`src/rtl/chip8_keypad_scanner.sv`:
```
// chip8_keypad_scanner
//   Scans a 4x4 CHIP-8 hex keypad and debounces every key independently.
//   Each column is driven low for SCAN_DIV cycles. On the last cycle of that
//   window, the synchronized rows are sampled and the four keys of that column
//   are debounced. A key flips only after DEBOUNCE_SCANS consecutive samples
//   disagree with its stable state.
//
// Ports
//   clock      : system clock, rising edge
//   reset      : synchronous active-high reset
//   row_in     : keypad rows, active-low, asynchronous to clock
//   col_out    : column drive, active-low one-hot
//   keys       : debounced key state, bit k = hex key k held
//   key_press  : one-cycle strobe when any key goes released->pressed
//   key_code   : hex code of the key behind the latest key_press
module chip8_keypad_scanner #(
  parameter int SCAN_DIV       = 16,
  parameter int DEBOUNCE_SCANS = 4
) (
  input  logic        clock,
  input  logic        reset,
  input  logic [3:0]  row_in,
  output logic [3:0]  col_out,
  output logic [15:0] keys,
  output logic        key_press,
  output logic [3:0]  key_code
);

  localparam int DIV_W = $clog2(SCAN_DIV);
  localparam int CNT_W = $clog2(DEBOUNCE_SCANS) + 1;

  // Hex code of the key at row r, column c on the standard CHIP-8 layout.
  function automatic logic [3:0] key_map(input logic [1:0] r, input logic [1:0] c);
    logic [3:0] code;
    case ({r, c})
      4'h0: code = 4'h1;  4'h1: code = 4'h2;  4'h2: code = 4'h3;  4'h3: code = 4'hC;
      4'h4: code = 4'h4;  4'h5: code = 4'h5;  4'h6: code = 4'h6;  4'h7: code = 4'hD;
      4'h8: code = 4'h7;  4'h9: code = 4'h8;  4'hA: code = 4'h9;  4'hB: code = 4'hE;
      4'hC: code = 4'hA;  4'hD: code = 4'h0;  4'hE: code = 4'hB;  default: code = 4'hF;
    endcase
    return code;
  endfunction

  logic [3:0]       sync1_q, sync1_d;
  logic [3:0]       sync2_q, sync2_d;
  logic [DIV_W-1:0] div_q, div_d;
  logic [1:0]       col_q, col_d;
  logic [15:0]      keys_q, keys_d;
  logic             key_press_q, key_press_d;
  logic [3:0]       key_code_q, key_code_d;
  logic [CNT_W-1:0] cnt_q [16];
  logic [CNT_W-1:0] cnt_d [16];

  // Scratch values for the per-row debounce loop.
  logic [3:0]       scan_key;
  logic             scan_raw;
  logic             press_found;

  always_comb begin
    sync1_d     = row_in;
    sync2_d     = sync1_q;
    div_d       = div_q + DIV_W'(1);
    col_d       = col_q;
    keys_d      = keys_q;
    key_press_d = 1'b0;
    key_code_d  = key_code_q;
    cnt_d       = cnt_q;
    scan_key    = 4'h0;
    scan_raw    = 1'b0;
    press_found = 1'b0;

    if (div_q == DIV_W'(SCAN_DIV - 1)) begin
      div_d = '0;
      col_d = col_q + 2'd1;
      // Ascending row order so the lowest row claims key_code when several
      // keys of this column are accepted on the same sample.
      for (int r = 0; r < 4; r++) begin
        scan_key = key_map(2'(r), col_q);
        scan_raw = ~sync2_q[r];
        if (scan_raw == keys_q[scan_key]) begin
          cnt_d[scan_key] = '0;
        end else if (cnt_q[scan_key] == CNT_W'(DEBOUNCE_SCANS - 1)) begin
          keys_d[scan_key] = scan_raw;
          cnt_d[scan_key]  = '0;
          if (scan_raw && !press_found) begin
            press_found = 1'b1;
            key_press_d = 1'b1;
            key_code_d  = scan_key;
          end
        end else begin
          cnt_d[scan_key] = cnt_q[scan_key] + CNT_W'(1);
        end
      end
    end
  end

  always_ff @(posedge clock) begin
    if (reset) begin
      sync1_q     <= 4'hF;
      sync2_q     <= 4'hF;
      div_q       <= '0;
      col_q       <= 2'd0;
      keys_q      <= 16'h0000;
      key_press_q <= 1'b0;
      key_code_q  <= 4'h0;
    end else begin
      sync1_q     <= sync1_d;
      sync2_q     <= sync2_d;
      div_q       <= div_d;
      col_q       <= col_d;
      keys_q      <= keys_d;
      key_press_q <= key_press_d;
      key_code_q  <= key_code_d;
    end
  end

  generate
    for (genvar gi = 0; gi < 16; gi++) begin : g_cnt
      always_ff @(posedge clock) begin
        if (reset) begin
          cnt_q[gi] <= '0;
        end else begin
          cnt_q[gi] <= cnt_d[gi];
        end
      end
    end
  endgenerate

  // Column drive follows the index directly, so it moves on the sample edge.
  assign col_out   = ~(4'b0001 << col_q);
  assign keys      = keys_q;
  assign key_press = key_press_q;
  assign key_code  = key_code_q;

endmodule

```
`config.mk`:
```
export PLATFORM = sky130hd
export DESIGN_NAME = chip8_keypad_scanner
export DESIGN_NICKNAME = d
export VERILOG_FILES = /design/src/rtl/chip8_keypad_scanner.sv
export SDC_FILE = /design/constraint.sdc
export NUM_CORES = 1
export LEC_CHECK = 0
export ABC_AREA = 1
export BUFFER_PORTS_ARGS = -buffer_cell sky130_fd_sc_hd__buf_2
export CAP_MARGIN = 20
export CORE_AREA = 2 2 182 131
export CTS_BUF_LIST = sky130_fd_sc_hd__clkbuf_4 sky130_fd_sc_hd__clkbuf_8 sky130_fd_sc_hd__clkbuf_16
export CTS_CLUSTER_DIAMETER = 100
export CTS_CLUSTER_SIZE = 28
export DETAILED_ROUTE_END_ITERATION = 8
export DIE_AREA = 0 0 184 133
export GPL_TIMING_DRIVEN = 0
export PLACE_DENSITY_LB_ADDON = 0.2
export SLEW_MARGIN = 25
export SYNTH_ARGS = -nofsm -noshare
export SYNTH_HDL_FRONTEND = slang
export SYNTH_SLANG_ARGS = --single-unit
```
`constraint.sdc`:
```
create_clock -name clock -period 8.9 [get_ports clock]
set_input_delay 0.445 -clock clock [delete_from_list [all_inputs] [get_ports clock]]
set_output_delay 0.445 -clock clock [all_outputs]
set_load 0.03 [all_outputs]
```
==> impl.org, run 1 <==
** Worst hold path
- The min-delay analysis places its worst path in the category primary input to flop.

** Floorplanning
- Measured along the x axis, the die boundary spans 184 um.
- # rows :: 47
- For this design the top-level I/O count stands at 31.
- In this run the vertical extent of the chip is 133 um.
- Die footprint :: 24500 um2
- Initial cell density of the core :: 0.244
- The core region is 22900 um2.

** Synthesis
- Complex-gate fraction of the synthesized area :: 0.242
- Fraction of synthesized area in multiplexers :: 0
- Top cell type by total area after synthesis :: sky130_fd_sc_hd__dfxtp_1
- The cell count after synthesis came out at 876.
- Number of flops mapped to enable cells by yosys :: 0
- Of the total synthesized cell area, the portion taken by AND, OR, NAND and NOR gates is 0.316.
- Ys flop type :: sky130_fd_sc_hd__dfxtp_1
- Cells taking the most area after synthesis :: sky130_fd_sc_hd__dfxtp_1, sky130_fd_sc_hd__nand2_1, sky130_fd_sc_hd__o21ai_0
- Post-synth cell types :: 43
- Post-Synthesis Net Count :: 899
- Post-synthesis cell area :: 5590 um2
- The share of synthesized area in the top cell type comes to 0.297.
- Syn. warnings :: 0
- Part of the Yosys area used for sequential elements :: 0.297
- Of the total synthesized cell area, the portion taken by full adders, half adders and majority gates is 0.0381.
- Synthesis inferred 83 register bits.
- Post-synthesis share of cell area spent on xor and xnor gates :: 0.00157
- Avg Cell Area, Syn :: 6.38 um2
- Async set-or-reset flop fraction in the synthesized netlist :: 0
- By area, the combinational part of the netlist is dominated by simple AND/OR/NAND/NOR gates.

** STA
- Setup repair after global routing left no endpoint under its margin.
- Shortest period the worst path allows :: 4.67 ns
- Total Neg Setup Slack :: 0 ns
- PnR worst setup slack :: 4.23 ns
- Worst Max-Slew Pin Slew :: 0.849 ns
- Clock skew on the completed layout was measured at 0.0176 ns.
- The total count of hold-check failures in the final report came to 0.
- Total of endpoints with negative setup slack in the final report :: 0
- Dividing the final minimum period by the clock period gives 0.525.
- The max-slew violation count came to 0.
- Static timing analysis puts the maximum clock frequency at 0.214 GHz.
- Measured against its own limit, the worst slew margin works out to 0.434.

** Clocking
- Count of clock tree sinks :: 83
- In this run the post-CTS setup repair buffer count came out at 0.
- TritonCTS built the clock tree.
- At the later pin of the worst-skew pair, clock insertion delay measures 0.37 ns.
- Clock-pin slew was measured on the worst setup and hold paths at 0.07 ns.
- Root cell of the clock tree :: sky130_fd_sc_hd__clkbuf_16
- Hold-fix buffers, CTS :: 0
- In this run the number of H-tree levels came out at 3.
- CTS buffer count :: 9
- Resize count post-CTS :: 0
- CTS Buffer Depth :: 2

** Global route
- Initial antenna violation count :: 0
- Global-route wire length before repair :: 37600 um
- In the global route stage, overall resource usage came out at 0.211.
- Largest net degree at the start of global routing :: 15
- The number of global-route vias before repair is 5521.
- Global-route congestion overflow total :: 0

** Placement
- Including well taps, the total number of placed cells is 1199.
- Number of port buffers :: 29
- At the end of routability-driven placement, the weighted congestion stood at 0.966.
- Post-detailed-placement half-perimeter wirelength :: 19200 um
- Worst-case setup slack after placement :: 4.44 ns

** Setup path
- Endpoint kind of the worst setup timing path :: flop
- Crit path max fanout :: 13
- STA puts the critical path data arrival time at 4.93 ns.
- Startpoint type of the worst setup path :: flop
- The critical path is of the flop to flop type.
- Required time at the endpoint of the critical path :: 9.16 ns

** Drt
- Wire per inst :: 21.0 um
- Detailed router's first-iteration violation count :: 791
- Final routed wirelength across all metal layers :: 25500 um
- Dividing the detail-routed via count by the number of cells gives 5.15.
- The first TritonRoute pass finished after 6 iterations.
- In this run the remaining antenna-violating nets after routing total 0.
- DRC violation count after routing :: 0
- Summing over every cut layer, the via total after detailed routing is 6257.

** Power
- Summed over all cells, the static leakage comes to 2.75 nW.
- For this design the ratio of total power to cell area is 122 nW/um2.
- VDD sags by at most 91.9 uV.

** Final layout
- Relative to the synthesized area, the layout overhead comes to 14.3%.
- After the flow finishes, the layout carries non-filler instances totaling 1216.
- In the final layout, the share of cells above drive strength 1 is 0.138.
- The final layout contains 939 nets.

** Run
- Across the run, the number of max-cap violations was 0.

** Run status
- The run finished with clean final reports.
==> logic make-up after synthesis <==
logic type	count (synthesis)
simple gates	388
compound gates	246
buf+inv	141
flops	83
fa+ha+maj	17
xor+xnor	1
==> cell usage in the layout, fill, tap and decap left out, types with 2 or more instances in the layout <==
master,synthesis,final
sky130_fd_sc_hd__nand2_1,233,233
sky130_fd_sc_hd__o21ai_0,90,90
sky130_fd_sc_hd__inv_1,89,89
sky130_fd_sc_hd__a21oi_1,87,87
sky130_fd_sc_hd__dfxtp_1,83,83
sky130_fd_sc_hd__nand3_1,66,66
sky130_fd_sc_hd__buf_2,14,43
sky130_fd_sc_hd__nor2_1,32,32
sky130_fd_sc_hd__o21ai_1,24,24
sky130_fd_sc_hd__nand2_2,17,17
sky130_fd_sc_hd__ha_1,17,17
sky130_fd_sc_hd__o211ai_1,15,15
sky130_fd_sc_hd__clkbuf_1,14,14
sky130_fd_sc_hd__inv_2,11,11
sky130_fd_sc_hd__clkbuf_16,0,9
sky130_fd_sc_hd__o22ai_1,8,8
sky130_fd_sc_hd__or2_2,8,8
sky130_fd_sc_hd__nand4_1,7,7
sky130_fd_sc_hd__nor2_4,6,6
sky130_fd_sc_hd__a31oi_1,5,5
sky130_fd_sc_hd__nor3_1,5,5
sky130_fd_sc_hd__buf_4,4,4
sky130_fd_sc_hd__nor2_2,4,4
sky130_fd_sc_hd__nand3_2,4,4
sky130_fd_sc_hd__o31ai_1,4,4
sky130_fd_sc_hd__buf_1,3,3
sky130_fd_sc_hd__buf_6,3,3
sky130_fd_sc_hd__nand2_4,3,3
sky130_fd_sc_hd__clkinv_4,0,3
sky130_fd_sc_hd__clkinv_1,2,2
sky130_fd_sc_hd__a22oi_1,2,2
sky130_fd_sc_hd__nor2_8,2,2
sky130_fd_sc_hd__o21ai_2,2,2
==> metrics by stage <==
step,total power [mW],utilization,hold WS (ns),instance area [um2]
global route,0.801,0.278,0.268,6380
finish,0.782,0.278,0.269,6390
detailed placement,0.410,0.266,0.398,6100
floorplan,0.399,-,0.389,5590
CTS,0.785,0.278,0.264,6380
global placement,0.410,0.266,0.392,6100
==> worst max-delay path, cell delays in order (launching register included) <==
cell and delay, ns:
sky130_fd_sc_hd__dfxtp_1 0.42, sky130_fd_sc_hd__buf_4 0.22, sky130_fd_sc_hd__inv_2 0.14, sky130_fd_sc_hd__buf_2 0.26
sky130_fd_sc_hd__ha_1 0.30, sky130_fd_sc_hd__inv_1 0.18, sky130_fd_sc_hd__buf_2 0.37, sky130_fd_sc_hd__buf_1 0.54
sky130_fd_sc_hd__nand2_1 0.09, sky130_fd_sc_hd__o21ai_0 0.10, sky130_fd_sc_hd__nand3_1 0.09, sky130_fd_sc_hd__o311ai_0 0.13
sky130_fd_sc_hd__ha_1 0.25, sky130_fd_sc_hd__ha_1 0.33, sky130_fd_sc_hd__nand2_1 0.11, sky130_fd_sc_hd__nor2_2 0.33
sky130_fd_sc_hd__nand4_1 0.26, sky130_fd_sc_hd__nand2_1 0.13, sky130_fd_sc_hd__inv_1 0.06, sky130_fd_sc_hd__nand2_1 0.10
sky130_fd_sc_hd__nand2_1 0.06, sky130_fd_sc_hd__nand2_1 0.05, sky130_fd_sc_hd__nand2_1 0.04
==> cell usage after synthesis (all sizes together), types with 4 or more instances <==
cell and number:
a21oi 88, a31oi 5, buf 24, clkbuf 14, dfxtp 83, ha 17, inv 101, nand2 253
nand3 70, nand4 7, nor2 44, nor3 5, o211ai 16, o21ai 117, o22ai 8, o31ai 4
or2 8
==> layout make-up <==
type | instances | area [um2]
diodes | 1 | 2.50
plain buffers | 38 | 198
clock buffers | 11 | 246
clock inverters | 5 | 38.8
fillers | 2645 | 16500
inverters | 103 | 389
multi-input cells | 652 | 3340
flip-flops and latches | 83 | 1660
well taps | 294 | 368
repair buffers | 29 | 145
==> sequential cells by signal (all words and copies together) (netlist names) <==
signal and cells:
cnt_q 48, col_q 2, key_press 1, sync2_q 4
keys 16, key_code 4, sync1_q 4, div_q 4
==> power breakdown <==
part,switching (mW),internal (mW),total (mW),leakage (nW)
Clock,0.179,0.201,0.380,0.139
Combinational,0.0196,0.00600,0.0256,1.94
Sequential,0.00235,0.374,0.376,0.671
Total,0.201,0.581,0.782,2.75
==> layer usage <==
layer / part of all wire / GRT usage / vias to the layer above
li1: - / - / 3002
met1: 0.52 / 0.354 / 2939
met2: 0.35 / 0.251 / 298
met3: 0.12 / 0.0655 / 18
met4: 0.0070 / 0.0329 / 0
met5: 0 / 0 / -
==> final timing paths <==
kind	startpoint	end	slack (ns)	depth (start not counted)
max	col_q[0]$_SDFFE_PP0P_	key_code[1]$_SDFFE_PP0P_	4.23	22
max reg2reg	col_q[0]$_SDFFE_PP0P_	key_code[1]$_SDFFE_PP0P_	4.23	22
min reg2reg	sync1_q[0]$_SDFF_PP1_	sync2_q[0]$_SDFF_PP1_	0.40	1
min	row_in[2]	sync1_q[2]$_SDFF_PP1_	0.27	2
Power figures use the tool's default switching activity.
==> inputs of run 2 (changes only) <==
ABC_AREA = 0   (was 1)
CORE_AREA = 2 2 180 129   (was 2 2 182 131)
DIE_AREA = 0 0 182 131   (was 0 0 184 133)
clock period = 4.1 ns   (was 8.9 ns; I/O delays follow)
==> run 2 against run 1 <==
Global-route usage up 0.25 points. Worst hold slack worse by 0.25 ns. Count of clock-buffer cells in the layout down 1. Die area down 2.6%. Clock skew down 0.0073 ns. Clock power up 140%. Non-clock buffer count up 20. Cell area up 2.7%. Routed wire length down 2.4%. Area after synthesis down 1.9%.
==> impl.org, run 2 <==
** Run status
- Outcome :: finished, final reports clean

** Drt
- Wire per inst :: 25.0 um (+19%)
- The number of iterations in the first detailed-routing pass came to 5 (-1).
- Antenna violation net count after detailed routing :: 0 (unchanged)
- The DRC marker count from the first detailed-route iteration came to 686 (-13%).
- The via count of the routed design came to 5633 (-10%).
- The total wirelength of the detailed-routed design is 24900 um (-2.4%).
- DRC violation count after routing :: 0 (unchanged)
- The number of vias per cell after detailed routing is 5.66 (+10%).

** Final layout
- NumNets Final :: 725 (-23%)
- Antenna diode instance count :: 0 (-1)
- The library cell used most frequently in the layout, excluding fill and tap cells, is sky130_fd_sc_hd__nand2_1.
- The fill cell total of the finished layout came to 2409 (-8.9%).
- Largest register by flop count :: cnt_q
- Largest register FFs :: 48 (unchanged)
- Relative to the synthesized area, the layout overhead comes to 19.7%.
- Layout cells sized above 1 :: 0.235 (+0.0969)
- The post-route cell area is 6560 um2 (+2.7%).
- In the layout the commonest cells are sky130_fd_sc_hd__nand2_1, sky130_fd_sc_hd__dfxtp_1, sky130_fd_sc_hd__a21oi_1, sky130_fd_sc_hd__nor2_1, sky130_fd_sc_hd__buf_2.

** Clocking
- The clock slew seen by the registers of the worst setup and hold paths came to 0.07 ns (about the same).
- The clock tree buffer depth came to 2 (unchanged).
- Count of clock tree sinks :: 83 (unchanged)
- Root cell of the clock tree :: sky130_fd_sc_hd__clkbuf_16
- Clock tree from TritonCTS :: built
- The TritonCTS buffer count is 9 (unchanged).
- Count of H-tree levels built during CTS :: 3 (unchanged)
- Skew-Pair Late Insertion Delay :: 0.37 ns (about the same)

** Global route
- The number of global-route vias before repair is 5284 (-4.3%).
- All-layer global routing usage :: 0.214 (+0.00249)
- Global-route wire length before repair :: 36600 um (-2.5%)
- The number of antenna violations at the first check in global routing came to 0 (unchanged).
- Largest net degree at the start of global routing :: 18 (+3)
- The global-route congestion overflow total is 0 (unchanged).

** Placement
- Post-detailed-placement half-perimeter wirelength :: 18100 um (-6.1%)
- The quantity of I/O buffers inserted on ports came to 29 (unchanged).
- Placed cell areas :: 5990 um2 (-1.7%)
- GP Congestion :: 0.948 (-1.9%)

** Worst hold path
- Hold Crit Class :: primary input to flop
- The number of cells traversed by the worst hold path was 2 (unchanged).

** STA
- The max-slew violation count came to 0 (unchanged).
- The setup TNS is 0 ns (unchanged).
- Max Clk Rate :: 0.249 GHz (+16%)
- Unrepaired setup endpoints after global routing :: true
- The worst max-slew margin expressed relative to the limit is 0.234 (-0.200).
- The number of failing setup endpoints in the final timing report came to 0 (unchanged).
- The total count of hold-check failures in the final report was 0 (unchanged).
- The share of the cycle needed by the critical path after routing was 0.981 (+0.456).
- The slew of the pin with the lowest slew margin was 1.14 ns (+0.295 ns).
- The minimum clock period after layout came to 4.02 ns (-0.651 ns).
- The largest clock skew in the final design is 0.0103 ns (-0.00733 ns).

** Run
- The max-capacitance violation count is 0 (unchanged).

** Setup path
- Crit path max fanout :: 10 (-3)
- STA classifies the critical path endpoint as a flop.
- The required arrival time at the worst endpoint came to 4.36 ns (-4.80 ns).
- The worst setup path is launched from a flop.
- Critical path arrival :: 4.28 ns (-0.65 ns)
- Length in cells of the worst reg-to-reg path :: 17 (-23%)
- Class of the most critical setup path :: flop to flop

** Floorplanning
- # rows :: 46 (-2.1%)
- The die area is 23800 um2 (-2.6%).
- I/O pin count :: 31 (unchanged)
- Area inside the core boundary :: 22200 um2 (-3.1%)
- Horizontal die dimension :: 182 um (-1.1%)
- The die span in y was 131 um (-1.5%).
- The effective utilization at floorplan was 0.247 (+0.00314).

** Power
- The part of the power in the clock network was 0.514 (+0.028).
- Maximum ir drop on the vdd rail :: 196 uV (+110%)
- Internal :: 1.37 mW (+140%)
- Fraction of power spent switching nets :: 0.240 (-0.0169)
- The switching power total is 0.433 mW (+120%).
- The power density normalized to cell area was 275 nW/um2 (+120%).
- The portion of total power attributed to sequential cells was 0.453 (-0.028).
- The total chip power came to 1.80 mW (+130%).
- Lkg Pwr :: 2.26 nW (-18%)
- The fraction of power consumed by combinational cells was 0.033 (about the same).

** Synthesis
- The area share of the leading cell type in the synthesized netlist was 0.303 (+0.00571).
- In the post-synthesis netlist, the cell with the most instances is sky130_fd_sc_hd__nand2_1.
- Part of the Yosys area used for sequential elements :: 0.303 (+0.00571)
- The area of the mapped netlist was 5480 um2 (-1.9%).
- Among all flip-flop cells after synthesis, the most frequent one is sky130_fd_sc_hd__dfxtp_1.
- Syn. warnings :: 0 (unchanged)
- Avg Cell Area, Syn :: 8.42 um2 (+32%)
- Post-Synthesis Net Count :: 674 (-25%)
- Count of state elements after synthesis :: 83 (unchanged)
- The synthesized design spends more area on one cell type than any other, namely sky130_fd_sc_hd__dfxtp_1.
- The share of flip-flops with an asynchronous set or reset is 0 (unchanged).
- The count of distinct cell types in the synthesized netlist was 78 (+81%).
- Counting instances in the post-synthesis netlist gives the leading cell types as sky130_fd_sc_hd__nand2_1, sky130_fd_sc_hd__dfxtp_1, sky130_fd_sc_hd__nor2_1.
- The synthesized instance count is 651 (-26%).
- The number of enable flip-flop cells after synthesis was 0 (unchanged).
- Cells taking the most area after synthesis :: sky130_fd_sc_hd__dfxtp_1, sky130_fd_sc_hd__nand2_1, sky130_fd_sc_hd__mux4_2
==> run 2: timing repair <==
action,4_1_cts,5_1_grt
resized for setup,28,15
endpoints found under the setup margin,69,36
pin swaps,2,4
setup buffers,6,8
hold buffers,0,0
==> run 2: logic make-up after synthesis <==
group	count (synthesis)	share of synthesized area
adder cells (fa/ha/maj)	17	0.0388
AND/OR/NAND/NOR	221	0.188
AO/OA/AOI/OAI	203	0.271
buffers and inverters	69	0.0541
multiplexers	53	0.132
flip-flops	83	0.303
XOR/XNOR	5	0.0128
==> run 2: layout make-up <==
type                            count  area [um2]  area share
Multi-Input combinational cell    499        3630       0.553
Sequential cell                    83        1670       0.254
Tap cell                          288         360      0.0549
Timing Repair Buffer               43         250      0.0381
Buffer                             44         246      0.0376
Clock buffer                       10         233      0.0355
Clock inverter                      6        90.1      0.0137
Inverter                           22        86.3      0.0132
==> run 2: final timing paths <==
path / start / to / slack (ns)
worst max-delay path: col_q[0]$_SDFFE_PP0P_ / key_code[3]$_SDFFE_PP0P_ / 0.08
worst min-delay path: row_in[1] / sync1_q[1]$_SDFF_PP1_ / 0.02
worst max register to register: col_q[0]$_SDFFE_PP0P_ / key_code[3]$_SDFFE_PP0P_ / 0.08
worst min register to register: sync1_q[2]$_SDFF_PP1_ / sync2_q[2]$_SDFF_PP1_ / 0.41
==> run 2: power by group through the flow <==
stage          logic (mW)  registers (mW)  clock network [mW]
2_1_floorplan      0.0321           0.834                   0
3_3_place_gp       0.0546           0.836                   0
3_5_place_dp       0.0541           0.836                   0
4_1_cts            0.0564           0.817               0.936
5_1_grt            0.0630           0.817               0.966
6_report           0.0600           0.817               0.927
==> run 2: critical path: stages, from the launching register on <==
cell                         delay (ns)
sky130_fd_sc_hd__dfxtp_4           0.37
sky130_fd_sc_hd__buf_12            0.13
sky130_fd_sc_hd__buf_6             0.14
sky130_fd_sc_hd__clkinvlp_4        0.10
sky130_fd_sc_hd__ha_1              0.16
sky130_fd_sc_hd__buf_6             0.18
sky130_fd_sc_hd__buf_4             0.25
sky130_fd_sc_hd__buf_6             0.21
sky130_fd_sc_hd__mux2_2            0.36
sky130_fd_sc_hd__mux4_2            0.48
sky130_fd_sc_hd__ha_1              0.26
sky130_fd_sc_hd__ha_4              0.21
sky130_fd_sc_hd__nor3b_4           0.19
sky130_fd_sc_hd__buf_4             0.17
sky130_fd_sc_hd__buf_4             0.13
sky130_fd_sc_hd__o21ai_0           0.14
sky130_fd_sc_hd__o21ai_1           0.08
sky130_fd_sc_hd__a311o_1           0.35
==> run 2: layer usage <==
| metal | share of wire | global-route usage |
|---|---|---|
| met5 | 0 | 0 |
| met4 | 0.018 | 0.0583 |
| met3 | 0.12 | 0.0809 |
| met2 | 0.38 | 0.287 |
| met1 | 0.48 | 0.314 |
==> run 2: through the flow <==
step	setup slack, ns	cells	utilization	hold slack (ns)
floorplan	0.0295	651	-	0.309
global placement	-1.37	968	0.270	0.387
detailed placement	-1.37	968	0.270	0.391
CTS	0.00595	988	0.291	0.0122
global route	-0.0200	995	0.295	0.0176
finish	0.0769	995	0.295	0.0186
